File: src/rtl/mod12_disp_pkg.sv
// Shared types and constants for the mod-12 counter display path.
package mod12_disp_pkg;

  typedef enum logic {UNITS, TENS} digit_sel_e;

  localparam int unsigned MAX_COUNT = 11;

  localparam logic [6:0] SEG_BLANK = 7'h7F;
  localparam logic [6:0] SEG_E     = 7'h06;

  // Active-low {g,f,e,d,c,b,a} patterns for digits 0..9.
  localparam logic [6:0] SEG_DIGIT [10] = '{
    7'h40, 7'h79, 7'h24, 7'h30, 7'h19,
    7'h12, 7'h02, 7'h78, 7'h00, 7'h10
  };

endpackage

File: src/rtl/mod12_seg_decoder.sv
// Combinational BCD digit to active-low 7-segment code; non-decimal codes blank.
module mod12_seg_decoder
  import mod12_disp_pkg::*;
(
  input  logic [3:0] digit,
  output logic [6:0] seg_n
);

  always_comb begin
    seg_n = SEG_BLANK;
    if (digit < 4'd10) seg_n = SEG_DIGIT[digit];
  end

endmodule

File: src/rtl/mod12_seg_display.sv
// Samples a mod-12 count and multiplexes it onto a 2-digit common-anode display.
// Build option: MOD12_ZERO_BLANK_EN enables leading-zero blanking of the tens digit.
module mod12_seg_display
  import mod12_disp_pkg::*;
#(
  parameter int unsigned REFRESH_DIV  = 1000,
  parameter int unsigned BLINK_CYCLES = 4000
) (
  input  logic       clock,
  input  logic       reset,
  input  logic [3:0] data_in,
  input  logic       sample,
  output logic [6:0] seg_n,
  output logic [1:0] an_n,
  output logic       wrap_pulse,
  output logic       err
);

  localparam logic [15:0] REFRESH_LAST = 16'(REFRESH_DIV - 1);
  localparam logic [15:0] BLINK_LOAD   = 16'(BLINK_CYCLES);
  localparam logic [3:0]  TOP_CODE     = 4'(MAX_COUNT);

  logic [3:0]  shadow;
  logic [15:0] refresh_cnt, refresh_next;
  logic [15:0] blink_cnt;
  digit_sel_e  state, state_next;

  logic       in_range, is_wrap;
  logic       tens;
  logic [3:0] units, digit_sel;
  logic [6:0] seg_code, seg_next;
  logic [1:0] an_next;

  assign in_range = (data_in <= TOP_CODE);
  assign is_wrap  = sample && in_range &&
                    (((shadow == TOP_CODE) && (data_in == 4'd0)) ||
                     ((shadow == 4'd0) && (data_in == TOP_CODE)));

  always_ff @(posedge clock or posedge reset) begin
    if (reset) begin
      shadow     <= '0;
      err        <= 1'b0;
      wrap_pulse <= 1'b0;
      blink_cnt  <= '0;
    end else begin
      wrap_pulse <= is_wrap;
      if (sample) begin
        if (in_range) shadow <= data_in;
        err <= !in_range;
      end
      // A wrap reloads rather than adds, so back-to-back wraps extend blanking.
      if (is_wrap)                blink_cnt <= BLINK_LOAD;
      else if (blink_cnt != '0)   blink_cnt <= blink_cnt - 16'd1;
    end
  end

  always_ff @(posedge clock or posedge reset) begin
    if (reset) begin
      refresh_cnt <= '0;
      state       <= UNITS;
    end else begin
      refresh_cnt <= refresh_next;
      state       <= state_next;
    end
  end

  always_comb begin
    refresh_next = refresh_cnt + 16'd1;
    state_next   = state;
    if (refresh_cnt == REFRESH_LAST) begin
      refresh_next = '0;
      state_next   = (state == UNITS) ? TENS : UNITS;
    end
  end

  assign tens      = (shadow >= 4'd10);
  assign units     = tens ? (shadow - 4'd10) : shadow;
  assign digit_sel = (state == TENS) ? {3'b000, tens} : units;

  mod12_seg_decoder u_decoder (
    .digit (digit_sel),
    .seg_n (seg_code)
  );

  // Anode and segment come from the same state value, so they always register together.
  always_comb begin
    an_next  = 2'b11;
    seg_next = SEG_BLANK;
    if (blink_cnt != '0) begin
      an_next  = 2'b11;
      seg_next = SEG_BLANK;
    end else if (err) begin
      an_next  = (state == UNITS) ? 2'b10 : 2'b01;
      seg_next = SEG_E;
    end else begin
`ifdef MOD12_ZERO_BLANK_EN
      if (!((state == TENS) && !tens)) begin
        an_next  = (state == UNITS) ? 2'b10 : 2'b01;
        seg_next = seg_code;
      end
`else
      an_next  = (state == UNITS) ? 2'b10 : 2'b01;
      seg_next = seg_code;
`endif
    end
  end

  always_ff @(posedge clock or posedge reset) begin
    if (reset) begin
      seg_n <= SEG_BLANK;
      an_n  <= 2'b11;
    end else begin
      seg_n <= seg_next;
      an_n  <= an_next;
    end
  end

endmodule
File: config.mk
export PLATFORM = sky130hd
export DESIGN_NAME = mod12_seg_display
export DESIGN_NICKNAME = d
export VERILOG_FILES = /design/src/rtl/mod12_disp_pkg.sv /design/src/rtl/mod12_seg_decoder.sv /design/src/rtl/mod12_seg_display.sv
export SDC_FILE = /design/constraint.sdc
export NUM_CORES = 1
export LEC_CHECK = 0
export ABC_AREA = 0
export BUFFER_PORTS_ARGS = -buffer_cell sky130_fd_sc_hd__clkbuf_2
export CELL_PAD_IN_SITES_DETAIL_PLACEMENT = 1
export CELL_PAD_IN_SITES_GLOBAL_PLACEMENT = 2
export CORE_ASPECT_RATIO = 0.75
export CORE_MARGIN = 2
export CORE_UTILIZATION = 41
export CTS_CLUSTER_SIZE = 10
export DETAILED_ROUTE_END_ITERATION = 12
export HOLD_SLACK_MARGIN = 0.1
export PLACE_DENSITY_LB_ADDON = 0.1
export SLEW_MARGIN = 20
export SYNTH_ARGS = -nofsm -noshare
export SYNTH_HDL_FRONTEND = slang
export SYNTH_SLANG_ARGS = --single-unit
File: constraint.sdc
create_clock -name clock -period 4.4 [get_ports clock]
set_clock_uncertainty 0.2 [all_clocks]
set_input_delay 1.1 -clock clock [delete_from_list [all_inputs] [get_ports clock]]
set_output_delay 1.1 -clock clock [all_outputs]
set_load 0.01 [all_outputs]
# Word-level counts from Yosys, hierarchy flattened
# Memories as Yosys holds them, arrays and structs flattened.
# Index checks and enable logic that the tools add are counted.
[totals] output_inout_bits=11 register_bits=48 n_memories=1 romBits=112 in_bits=7
[mem_list] memory="(name not given)" words=16 word_bits=7 rd=1 rd_ports_with_merged_regs=0 write_ports=0 line="mod12_seg_decoder.sv:11" source="if (digit < 4'd10) seg_n = SEG_DIGIT[digit];"
[op_classes] n_addsub=3 n_eq_ne=3 mux=13 reduce_logical=11 magnitude_cmp=4 bitwise_logic=1
[ops] operator="$mux W16" n=3
[ops] operator="$mux W7" n=5
[ops] operator="$add A16 B1 Y16 const B" n=1
[ops] operator="$eq A16 B10 Y1 const B" n=1
[ops] operator="$reduce_bool A16 Y1" n=1
[ops] operator="$sub A16 B1 Y16 const B" n=1
[ops] operator="$eq A4 B4 Y1 const B" n=2
[ops] operator="$logic_not A4 Y1" n=2
[ops] operator="$mux W4" n=2
[ops] operator="$ge A5 B5 Y1 const B" n=1
[ops] operator="$not A4 Y5" n=1
[ops] operator="$ge A4 B4 Y1 const B" n=1
[ops] operator="$le A4 B4 Y1 const B" n=1
[ops] operator="$logic_and A1 B1 Y1" n=4
[ops] operator="$lt A4 B4 Y1 const B" n=1
[ops] operator="$mux W2" n=2
[ops] operator="$sub A4 B4 Y4 const B" n=1
[ops] operator="$reduce_and A2 Y1" n=1
[ops] operator="$reduce_bool A2 Y1" n=1
[ops] operator="$logic_not A1 Y1" n=1
[ops] operator="$logic_or A1 B1 Y1" n=1
[ops] operator="$mux W1" n=1

# Longest topological paths before layout
# Gate-level depths: netlist of the first run.
[depth] word_depth=10 mapped_depth=11 depth_no_buf=10

# Hierarchy
# A second synthesis of the first run with hierarchy kept.
[unflattened] hier_cells=258 area_unflattened_um2=2557.5
[by_module_without_submodules] module="mod12_seg_display" n_inst=1 area_per_inst_um2=2359.8 cells_each=228 seq_area_each_um2=1212.4
[by_module_without_submodules] module="mod12_seg_decoder" n_inst=1 area_per_inst_um2=197.7 cells_each=30 seq_area_each_um2=0.0

# Worst setup path before layout of the first run
# OpenSTA, ideal clock, no wires.
[synth_path] path_kind="input port to flip-flop" startpoint="input data_in[3]" endpoint="register blink_cnt[0]" cell_stages=7 path_slack_ns=2.111 t_arrival_ns=1.968 t_required_ns=4.079 setup_time_ns=0.121 path_buffers=1 cell_sequence="nor4b_1 nand4b_1 o41ai_1 nand2_1 inv_1 buf_2 nor2_1"
[synth_via] elab_chain_cells=5
[synth_lines] item="start, declared" line="mod12_seg_display.sv:11" source="input logic [3:0] data_in,"
[synth_lines] item="parallel branches: the longest is 3 deep, another holds $le A4 B4 Y1"
[synth_lines] item="$logic_and A1 B1 Y1 *" line="mod12_seg_display.sv:35" source="assign is_wrap = sample && in_range &&"
[synth_lines] item="named net is_wrap" line="mod12_seg_display.sv:28" source="logic in_range, is_wrap;"
[synth_lines] item="$mux W16 / $reduce_bool A2 Y1 (equally long branches)"
[synth_lines] item="end signal, assigned" line="mod12_seg_display.sv:53" source="else if (blink_cnt != '0) blink_cnt <= blink_cnt - 16'd1;"
[synth_lines] item="end, declared" line="mod12_seg_display.sv:25" source="logic [15:0] blink_cnt;"
# Mark *: on every way through the listed nets, which the timed path passes.
# A chain may end at the register's enable or synchronous reset.

# Worst setup path in the final report of the first run
[layout_path] startpoint="register blink_cnt[0]" endpoint="register blink_cnt[3]"
[layout_via] elab_chain_cells=3
[layout_lines] item="$sub A16 B1 Y16" line="mod12_seg_display.sv:53"
[layout_lines] item="$mux W16" line="mod12_seg_display.sv:53"
[layout_lines] item="$mux W16" line="mod12_seg_display.sv:52" source="if (is_wrap) blink_cnt <= BLINK_LOAD;"
# Parallel ways exist; a longest one is shown, timed or not. The select of a mux whose other input is x is not followed.

==> results of run 1 <==
[power breakdown]
group / switching (W) / internal (W) / leakage [nW]
clock network: 0.000144 / 0.000128 / 0.0445
logic: 0.000125 / 0.000103 / 0.522
registers: 0.0000708 / 0.000492 / 0.562
[state kept, by name, indices dropped and copies added, names as in the netlist]
name and count:
wrap_pulse 1, refresh_cnt 16, err 1, seg_n 7, blink_cnt 16, state 1, shadow 4, an_n 2
[cell usage after synthesis (4+ instances only)]
| master | instances | area (um^2) |
|---|---|---|
| sky130_fd_sc_hd__or3_1 | 5 | 31.3 |
| sky130_fd_sc_hd__xnor2_1 | 11 | 96.3 |
| sky130_fd_sc_hd__nor2b_1 | 4 | 25.0 |
| sky130_fd_sc_hd__nand2_1 | 28 | 105 |
| sky130_fd_sc_hd__o21ai_0 | 13 | 65.1 |
| sky130_fd_sc_hd__ha_1 | 9 | 113 |
| sky130_fd_sc_hd__a21oi_1 | 12 | 60.1 |
| sky130_fd_sc_hd__dfstp_2 | 9 | 236 |
| sky130_fd_sc_hd__nor3_1 | 11 | 55.1 |
| sky130_fd_sc_hd__nand3_1 | 15 | 75.1 |
| sky130_fd_sc_hd__dfrtp_1 | 39 | 976 |
| sky130_fd_sc_hd__inv_1 | 14 | 52.6 |
| sky130_fd_sc_hd__nor2_1 | 29 | 109 |
| sky130_fd_sc_hd__xor2_1 | 13 | 114 |
[path summary, 6_finish.rpt]
path	slack, ns	cells after the start	to
setup / recovery	1.73	7	blink_cnt[3]$_DFFE_PP0P_
hold / removal	0.27	1	refresh_cnt[15]$_DFF_PP0_
setup reg to reg	1.73	7	blink_cnt[3]$_DFFE_PP0P_
hold reg to reg	0.27	1	refresh_cnt[15]$_DFF_PP0_
max in group asynchronous	2.80	2	shadow[1]$_DFFE_PP0P_
min in group asynchronous	0.70	2	blink_cnt[6]$_DFFE_PP0P_
[cell families after synthesis]
group | share of synthesized area
mux | 0.0165
compound gates | 0.0981
fa+ha+maj | 0.0450
flops | 0.485
xor+xnor | 0.0840
simple gates | 0.244
buf+inv | 0.0275
[metrics by stage]
| step | std cells | hold WS [ns] | utilization | total power, W |
|---|---|---|---|---|
| finish | 357 | 0.269 | 0.472 | 0.00106 |
| global route | 357 | 0.292 | 0.472 | 0.00114 |
| CTS | 357 | 0.275 | 0.472 | 0.00107 |
| detailed placement | 349 | 0.253 | 0.456 | 0.000797 |
| global placement | 349 | 0.258 | 0.456 | 0.000795 |
| floorplan | 258 | 0.233 | - | 0.000733 |
[per-layer routing]
layer  routed length, um  up-vias  GRT usage
met5                   0        -          0
met4                  85        0     0.0676
met3                 140        8     0.0379
met2                2020       21      0.235
met1                3090      883      0.293
li1                    -      923          -
[area by class of cell]
type	count	area, um^2	area share
multi-input cells	192	1220	0.442
flip-flops and latches	48	1210	0.439
well taps	78	97.6	0.0353
clock buffers	7	86.3	0.0312
repair buffers	17	85.1	0.0308
inverters	14	53.8	0.0195
clock inverters	1	7.51	0.00272
==> reports/qor.tcl, run 1 <==
set qor(setup.worst_path.start) {blink_cnt[0]$_DFFE_PP0P_}
set qor(grt_pass1_wl_um) 9350
set qor(gr-total-overflow) 0
set qor(boundaryPins) 18
set qor(die_height_um) 71.6
set qor(worst_slew_margin_rel) 0.407
set qor(syn_area_mm2) 0.00250
set qor(routed_wl_um) 5340
set qor(timing.critical_path.from_type) {flip-flop}
set qor(tritoncts) {built}
set qor(dpl_cell_area_mm2) 0.00267
set qor(cp.buffers_inverters) 1
set qor(max_clock_freq_mhz) 375
set qor(buffer_ports.inserted) 17
set qor(fp.dieW_um) 94.2
set qor(criticalPathCategory) {reg -> reg}
set qor(critical_path_peak_fanout) 6
set qor(postSynthRegisterBits) 48
set qor(die_area_mm2) 0.00675
set qor(seq_area_frac_synth) 0.485
set qor(cts_max_level) 2
set qor(number_of_nets_in_the_synthesized_netlist) 274
set qor(starting_density_of_the_core) 0.427
set qor(cts.sink_count) 48
set qor(cts_root_buffer_type) {sky130_fd_sc_hd__clkbuf_8}
set qor(timing.critical_path.cells) {inv_1, ha_1, nor3b_1, nand3_1, o21ai_0, xor2_1, nor2_1}
set qor(setup.worst_path.end_class) {flip-flop}
set qor(row_cnt) 24
set qor(status) {finished clean}
set qor(dr_total_vias) 1835
set qor(commonest_register_cell_after_synthesis) {sky130_fd_sc_hd__dfrtp_1}
set qor(insertion_delay_to_the_later_sink_of_the_worst_skew_pair_ns) 0.30
set qor(rr_startpoint) {blink_cnt[0]$_DFFE_PP0P_}
set qor(avgViaCountPerCell) 5.14
set qor(post_synth_inst_count) 258
set qor(initial_antenna_violation_count) 0
set qor(first_global_vias) 1837
set qor(ant_nets) 0
set qor(timing.final.ws_setup_ns) 1.73
set qor(totalNegativeSetupSlack_ns) 0
set qor(drc) 0
set qor(netlist-cell-type-count) 45
set qor(post-route-period-util) 0.606
set qor(max_slew.worst_pin.slew_ns) 0.888
set qor(crit_family) {simple AND/OR/NAND/NOR gates}
set qor(fp.coreArea_mm2) 0.00586
set qor(dpl.hpwl_um) 3980
set qor(finalSetupViolCount) 0
set qor(clk_path_buf_depth) 2
set qor(post_cts.repair.setup_buffers) 0
set qor(timing.max_cap.violations) 0
set qor(flow.area_growth_from_synthesis_pct) 10.5
set qor(grt_start_max_net_pins) 49
set qor(cp.required_ns) 4.39
set qor(min-delay-path-class) {reg -> reg}
set qor(syn_area_per_cell_um2) 9.69
set qor(post_synth_edffs) 0
set qor(fillers) 694
set qor(power.static_leakage_nw) 1.13
set qor(firstDrtPassIters) 4
set qor(most-common-layout-cells) {39 x sky130_fd_sc_hd__dfrtp_1, 29 x sky130_fd_sc_hd__nor2_1, 28 x sky130_fd_sc_hd__nand2_1, 17 x sky130_fd_sc_hd__clkbuf_2, 15 x sky130_fd_sc_hd__nand3_1}
set qor(initialDrtViolationCount) 28
set qor(post_cts_resize_count) 0
set qor(postCtsHoldBufs) 0
set qor(routabilityCongestion) 0.761
set qor(final_period_minus_worst_setup_slack_ns) 2.67
set qor(clkSlewWorstSetupHoldPaths_ns) 0.08
set qor(design_area_mm2) 0.00276
set qor(synth-warning-count) 0
set qor(vdd_drop_max_v) 0.000180
set qor(cts-buffers-inserted) 5
set qor(final_common_cell) {sky130_fd_sc_hd__dfrtp_1}
set qor(postSynth.asyncResetShare) 1.00
set qor(detail_route.wl_per_cell_um) 15.0
set qor(critical_path.max_stage_delay_ns) 0.75
set qor(timing.final.max_slew_violations) 0
set qor(grt_util_all_layers) 0.181
set qor(slowest_stage) {sky130_fd_sc_hd__nor3b_1}
set qor(antennaDiodeCount) 0
set qor(final_hold_viol_count) 0
set qor(num-nets-final) 294
set qor(grt_setup_unrepaired) {no}
set qor(ratio_of_cells_with_drive_above_1_in_the_final_layout) 0.154
set qor(critPathArrivalTime_ns) 2.65
set qor(hold_path.startpoint) {refresh_cnt[15]$_DFF_PP0_}
set qor(p_per_area_mw_per_mm2) 385
set qor(placement.setup.worst_slack_ns) 1.63
No activity file was read; power rests on OpenSTA's default activity.
==> run 2: changes to the inputs <==
--- a/config.mk
+++ b/config.mk
@@ -11,7 +11,7 @@
 export CELL_PAD_IN_SITES_GLOBAL_PLACEMENT = 2
 export CORE_ASPECT_RATIO = 0.75
 export CORE_MARGIN = 2
-export CORE_UTILIZATION = 41
+export CORE_UTILIZATION = 38
 export CTS_CLUSTER_SIZE = 10
 export DETAILED_ROUTE_END_ITERATION = 12
 export HOLD_SLACK_MARGIN = 0.1
==> constraint.sdc (replaced) <==
create_clock -name clock -period 2.56 [get_ports clock]
set_clock_uncertainty 0.2 [all_clocks]
set_input_delay 0.64 -clock clock [delete_from_list [all_inputs] [get_ports clock]]
set_output_delay 0.64 -clock clock [all_outputs]
set_load 0.01 [all_outputs]
==> run 2 against run 1 <==
Via count up 3.8%. Worst hold slack better by 0.0038 ns. Flip-flop and latch count unchanged. Fmax up 22%. Largest cell class unchanged. Wire length up 4.9%. Sequential share of layout area down 0.74 points. Combinational power up 86%. Sequential power up 71%. Clock-buffer cell count down 1. Worst setup slack worse by 1.4 ns. Non-clock buffer count up 7. Critical path type unchanged. First-iteration DRC count up 140%.
==> reports/qor.tcl, run 2 (same netlist as run 1, synthesis figures left out) <==
set qor(power.total_w) 0.00185 ;# was 0.00106 W
set qor(post_cts.repair.setup_buffers) 0 ;# unchanged
set qor(switching_power_w) 0.000593 ;# was 0.000341 W
set qor(cts_max_level) 2 ;# unchanged
set qor(grt_pass1_wl_um) 9760 ;# was 9350 um
set qor(post_cts_resize_count) 0 ;# unchanged
set qor(cp.buffers_inverters) 2 ;# was 1
set qor(avgViaCountPerCell) 5.20 ;# was 5.14
set qor(most-common-layout-cells) {39 x sky130_fd_sc_hd__dfrtp_1, 29 x sky130_fd_sc_hd__nor2_1, 28 x sky130_fd_sc_hd__nand2_1, 17 x sky130_fd_sc_hd__clkbuf_2, 15 x sky130_fd_sc_hd__nand3_1} ;# unchanged
set qor(timing.critical_path.from_type) {flip-flop} ;# unchanged
set qor(dr_total_vias) 1904 ;# was 1835
set qor(fp.coreArea_mm2) 0.00635 ;# was 0.00586 mm^2
set qor(critPathArrivalTime_ns) 2.21 ;# was 2.65 ns
set qor(die_area_mm2) 0.00725 ;# was 0.00675 mm^2
set qor(clk_path_buf_depth) 2 ;# unchanged
set qor(timing.final.max_slew_violations) 0 ;# unchanged
set qor(grt_util_all_layers) 0.171 ;# was 0.181
set qor(ant_nets) 0 ;# unchanged
set qor(p_comb_frac) 0.229 ;# was 0.215
set qor(dpl.hpwl_um) 4080 ;# was 3980 um
set qor(swShare) 0.321 ;# was 0.320
set qor(detail_route.wl_per_cell_um) 15.3 ;# was 15.0 um
set qor(final_common_cell) {sky130_fd_sc_hd__dfrtp_1} ;# unchanged
set qor(drc) 0 ;# unchanged
set qor(power.static_leakage_nw) 1.16 ;# was 1.13 nW
set qor(critPathMostFrequentCell) {sky130_fd_sc_hd__o21a_1}
set qor(row_cnt) 25 ;# was 24
set qor(cts-buffers-inserted) 5 ;# unchanged
set qor(starting_density_of_the_core) 0.394 ;# was 0.427
set qor(firstDrtPassIters) 4 ;# unchanged
set qor(finalSetupViolCount) 0 ;# unchanged
set qor(critical_path.max_stage_delay_ns) 0.48 ;# was 0.75 ns
set qor(setup.worst_path.end_class) {flip-flop} ;# unchanged
set qor(pwr-share-clk) 0.250 ;# was 0.256
set qor(post-route-period-util) 0.853 ;# was 0.606
set qor(postCtsHoldBufs) 0 ;# unchanged
set qor(gr-total-overflow) 0 ;# unchanged
set qor(vdd_drop_max_v) 0.000253 ;# was 0.000180 V
set qor(p_seq_frac) 0.521 ;# was 0.529
set qor(fp.dieW_um) 97.7 ;# was 94.2 um
set qor(antennaDiodeCount) 0 ;# unchanged
set qor(buffer_ports.inserted) 17 ;# unchanged
set qor(clkSlewWorstSetupHoldPaths_ns) 0.09 ;# was 0.08 ns
set qor(die_height_um) 74.3 ;# was 71.6 um
set qor(timing.max_cap.violations) 0 ;# unchanged
set qor(tritoncts) {built} ;# unchanged
set qor(max_clock_freq_mhz) 458 ;# was 375 MHz
set qor(cts.sink_count) 48 ;# unchanged
set qor(initial_antenna_violation_count) 0 ;# unchanged
set qor(final_period_minus_worst_setup_slack_ns) 2.18 ;# was 2.67 ns
set qor(cellInternalPower_w) 0.00125 ;# was 0.000722 W
set qor(crit_family) {compound AO/OA/AOI/OAI gates} ;# was simple AND/OR/NAND/NOR gates
set qor(ratio_of_cells_with_drive_above_1_in_the_final_layout) 0.172 ;# was 0.154
set qor(flow.area_growth_from_synthesis_pct) 12.4 ;# was 10.5%
set qor(critical_path_peak_fanout) 8 ;# was 6
set qor(routed_wl_um) 5600 ;# was 5340 um
set qor(min-delay-path-class) {reg -> reg} ;# unchanged
set qor(slowest_stage) {sky130_fd_sc_hd__dfrtp_1} ;# was sky130_fd_sc_hd__nor3b_1
set qor(initialDrtViolationCount) 68 ;# was 28
set qor(p_per_area_mw_per_mm2) 657 ;# was 385 mW/mm^2
set qor(worst_slew_margin_rel) 0.581 ;# was 0.407
set qor(cp.required_ns) 2.58 ;# was 4.39 ns
set qor(totalNegativeSetupSlack_ns) 0 ;# unchanged
set qor(cts_root_buffer_type) {sky130_fd_sc_hd__clkbuf_8} ;# unchanged
set qor(status) {finished clean} ;# unchanged
set qor(num-nets-final) 301 ;# was 294
set qor(final_hold_viol_count) 0 ;# unchanged
set qor(routabilityCongestion) 0.714 ;# was 0.761
set qor(reg_top3) {blink_cnt x16, refresh_cnt x16, seg_n x7} ;# unchanged
set qor(timing.critical_path.cells) {inv_1, ha_1, o21a_1, nor3_1, buf_4, o21a_1, a21oi_1, o21ai_0} ;# was inv_1, ha_1, nor3b_1, nand3_1, o21ai_0, xor2_1, nor2_1
set qor(grt_start_max_net_pins) 49 ;# unchanged
set qor(criticalPathCategory) {reg -> reg} ;# unchanged
set qor(max_slew.worst_pin.slew_ns) 0.625 ;# was 0.888 ns
set qor(grt_setup_unrepaired) {no} ;# unchanged
set qor(first_global_vias) 1867 ;# was 1837
set qor(boundaryPins) 18 ;# unchanged
set qor(insertion_delay_to_the_later_sink_of_the_worst_skew_pair_ns) 0.29 ;# was 0.30 ns
run 2: power groups by stage:
| stage | clock [W] | combinational (W) | sequential (W) |
|---|---|---|---|
| after global placement | 0 | 0.000418 | 0.000973 |
| after global routing | 0.000512 | 0.000488 | 0.000980 |
| after floorplan | 0 | 0.000323 | 0.000937 |
| after CTS | 0.000479 | 0.000428 | 0.000961 |
| final | 0.000462 | 0.000423 | 0.000961 |
| after detailed placement | 0 | 0.000421 | 0.000975 |
run 2: routing by layer:
| layer | track usage | routed length (um) | vias to the layer above |
|---|---|---|---|
| li1 | - | - | 939 |
| met1 | 0.276 | 3170 | 941 |
| met2 | 0.238 | 2240 | 19 |
| met3 | 0.0310 | 155 | 5 |
| met4 | 0.0370 | 41 | 0 |
| met5 | 0 | 0 | - |
run 2: layout make-up:
class | count | area (um^2)
Clock buffer | 6 | 82.6
Clock inverter | 1 | 3.75
Fill cell | 753 | 3540
Inverter | 14 | 52.6
Multi-Input combinational cell | 192 | 1220
Sequential cell | 48 | 1210
Tap cell | 81 | 101
Timing Repair Buffer | 24 | 138
run 2: worst register-to-register path, cell delays in order, from the launching register on:
cell,delay [ns]
sky130_fd_sc_hd__dfrtp_1,0.48
sky130_fd_sc_hd__inv_1,0.12
sky130_fd_sc_hd__ha_1,0.37
sky130_fd_sc_hd__o21a_1,0.20
sky130_fd_sc_hd__nor3_1,0.19
sky130_fd_sc_hd__buf_4,0.17
sky130_fd_sc_hd__o21a_1,0.15
sky130_fd_sc_hd__a21oi_1,0.07
sky130_fd_sc_hd__o21ai_0,0.16
run 2: final timing paths:
check	slack, ns	end	from	cells past startpoint
hold reg to reg	0.27	refresh_cnt[15]$_DFF_PP0_	refresh_cnt[15]$_DFF_PP0_	1
max in group asynchronous	1.46	blink_cnt[12]$_DFFE_PP0P_	reset	3
setup / recovery	0.38	seg_n[0]$_DFF_PP1_	shadow[1]$_DFFE_PP0P_	8
min in group asynchronous	0.29	refresh_cnt[11]$_DFF_PP0_	reset	3
setup reg to reg	0.38	seg_n[0]$_DFF_PP1_	shadow[1]$_DFFE_PP0P_	8
hold / removal	0.27	refresh_cnt[15]$_DFF_PP0_	refresh_cnt[15]$_DFF_PP0_	1
run 2: per-stage QoR:
stage           util  area [um^2]  hold slack [ns]  cells  worst slack (ns)
4_1_cts        0.443         2810            0.275    366             0.370
2_1_floorplan      -         2500            0.233    258             0.352
3_3_place_gp   0.429         2720            0.260    359             0.393
3_5_place_dp   0.429         2720            0.252    359             0.357
6_report       0.443         2810            0.272    366             0.376
5_1_grt        0.443         2810            0.295    366             0.137
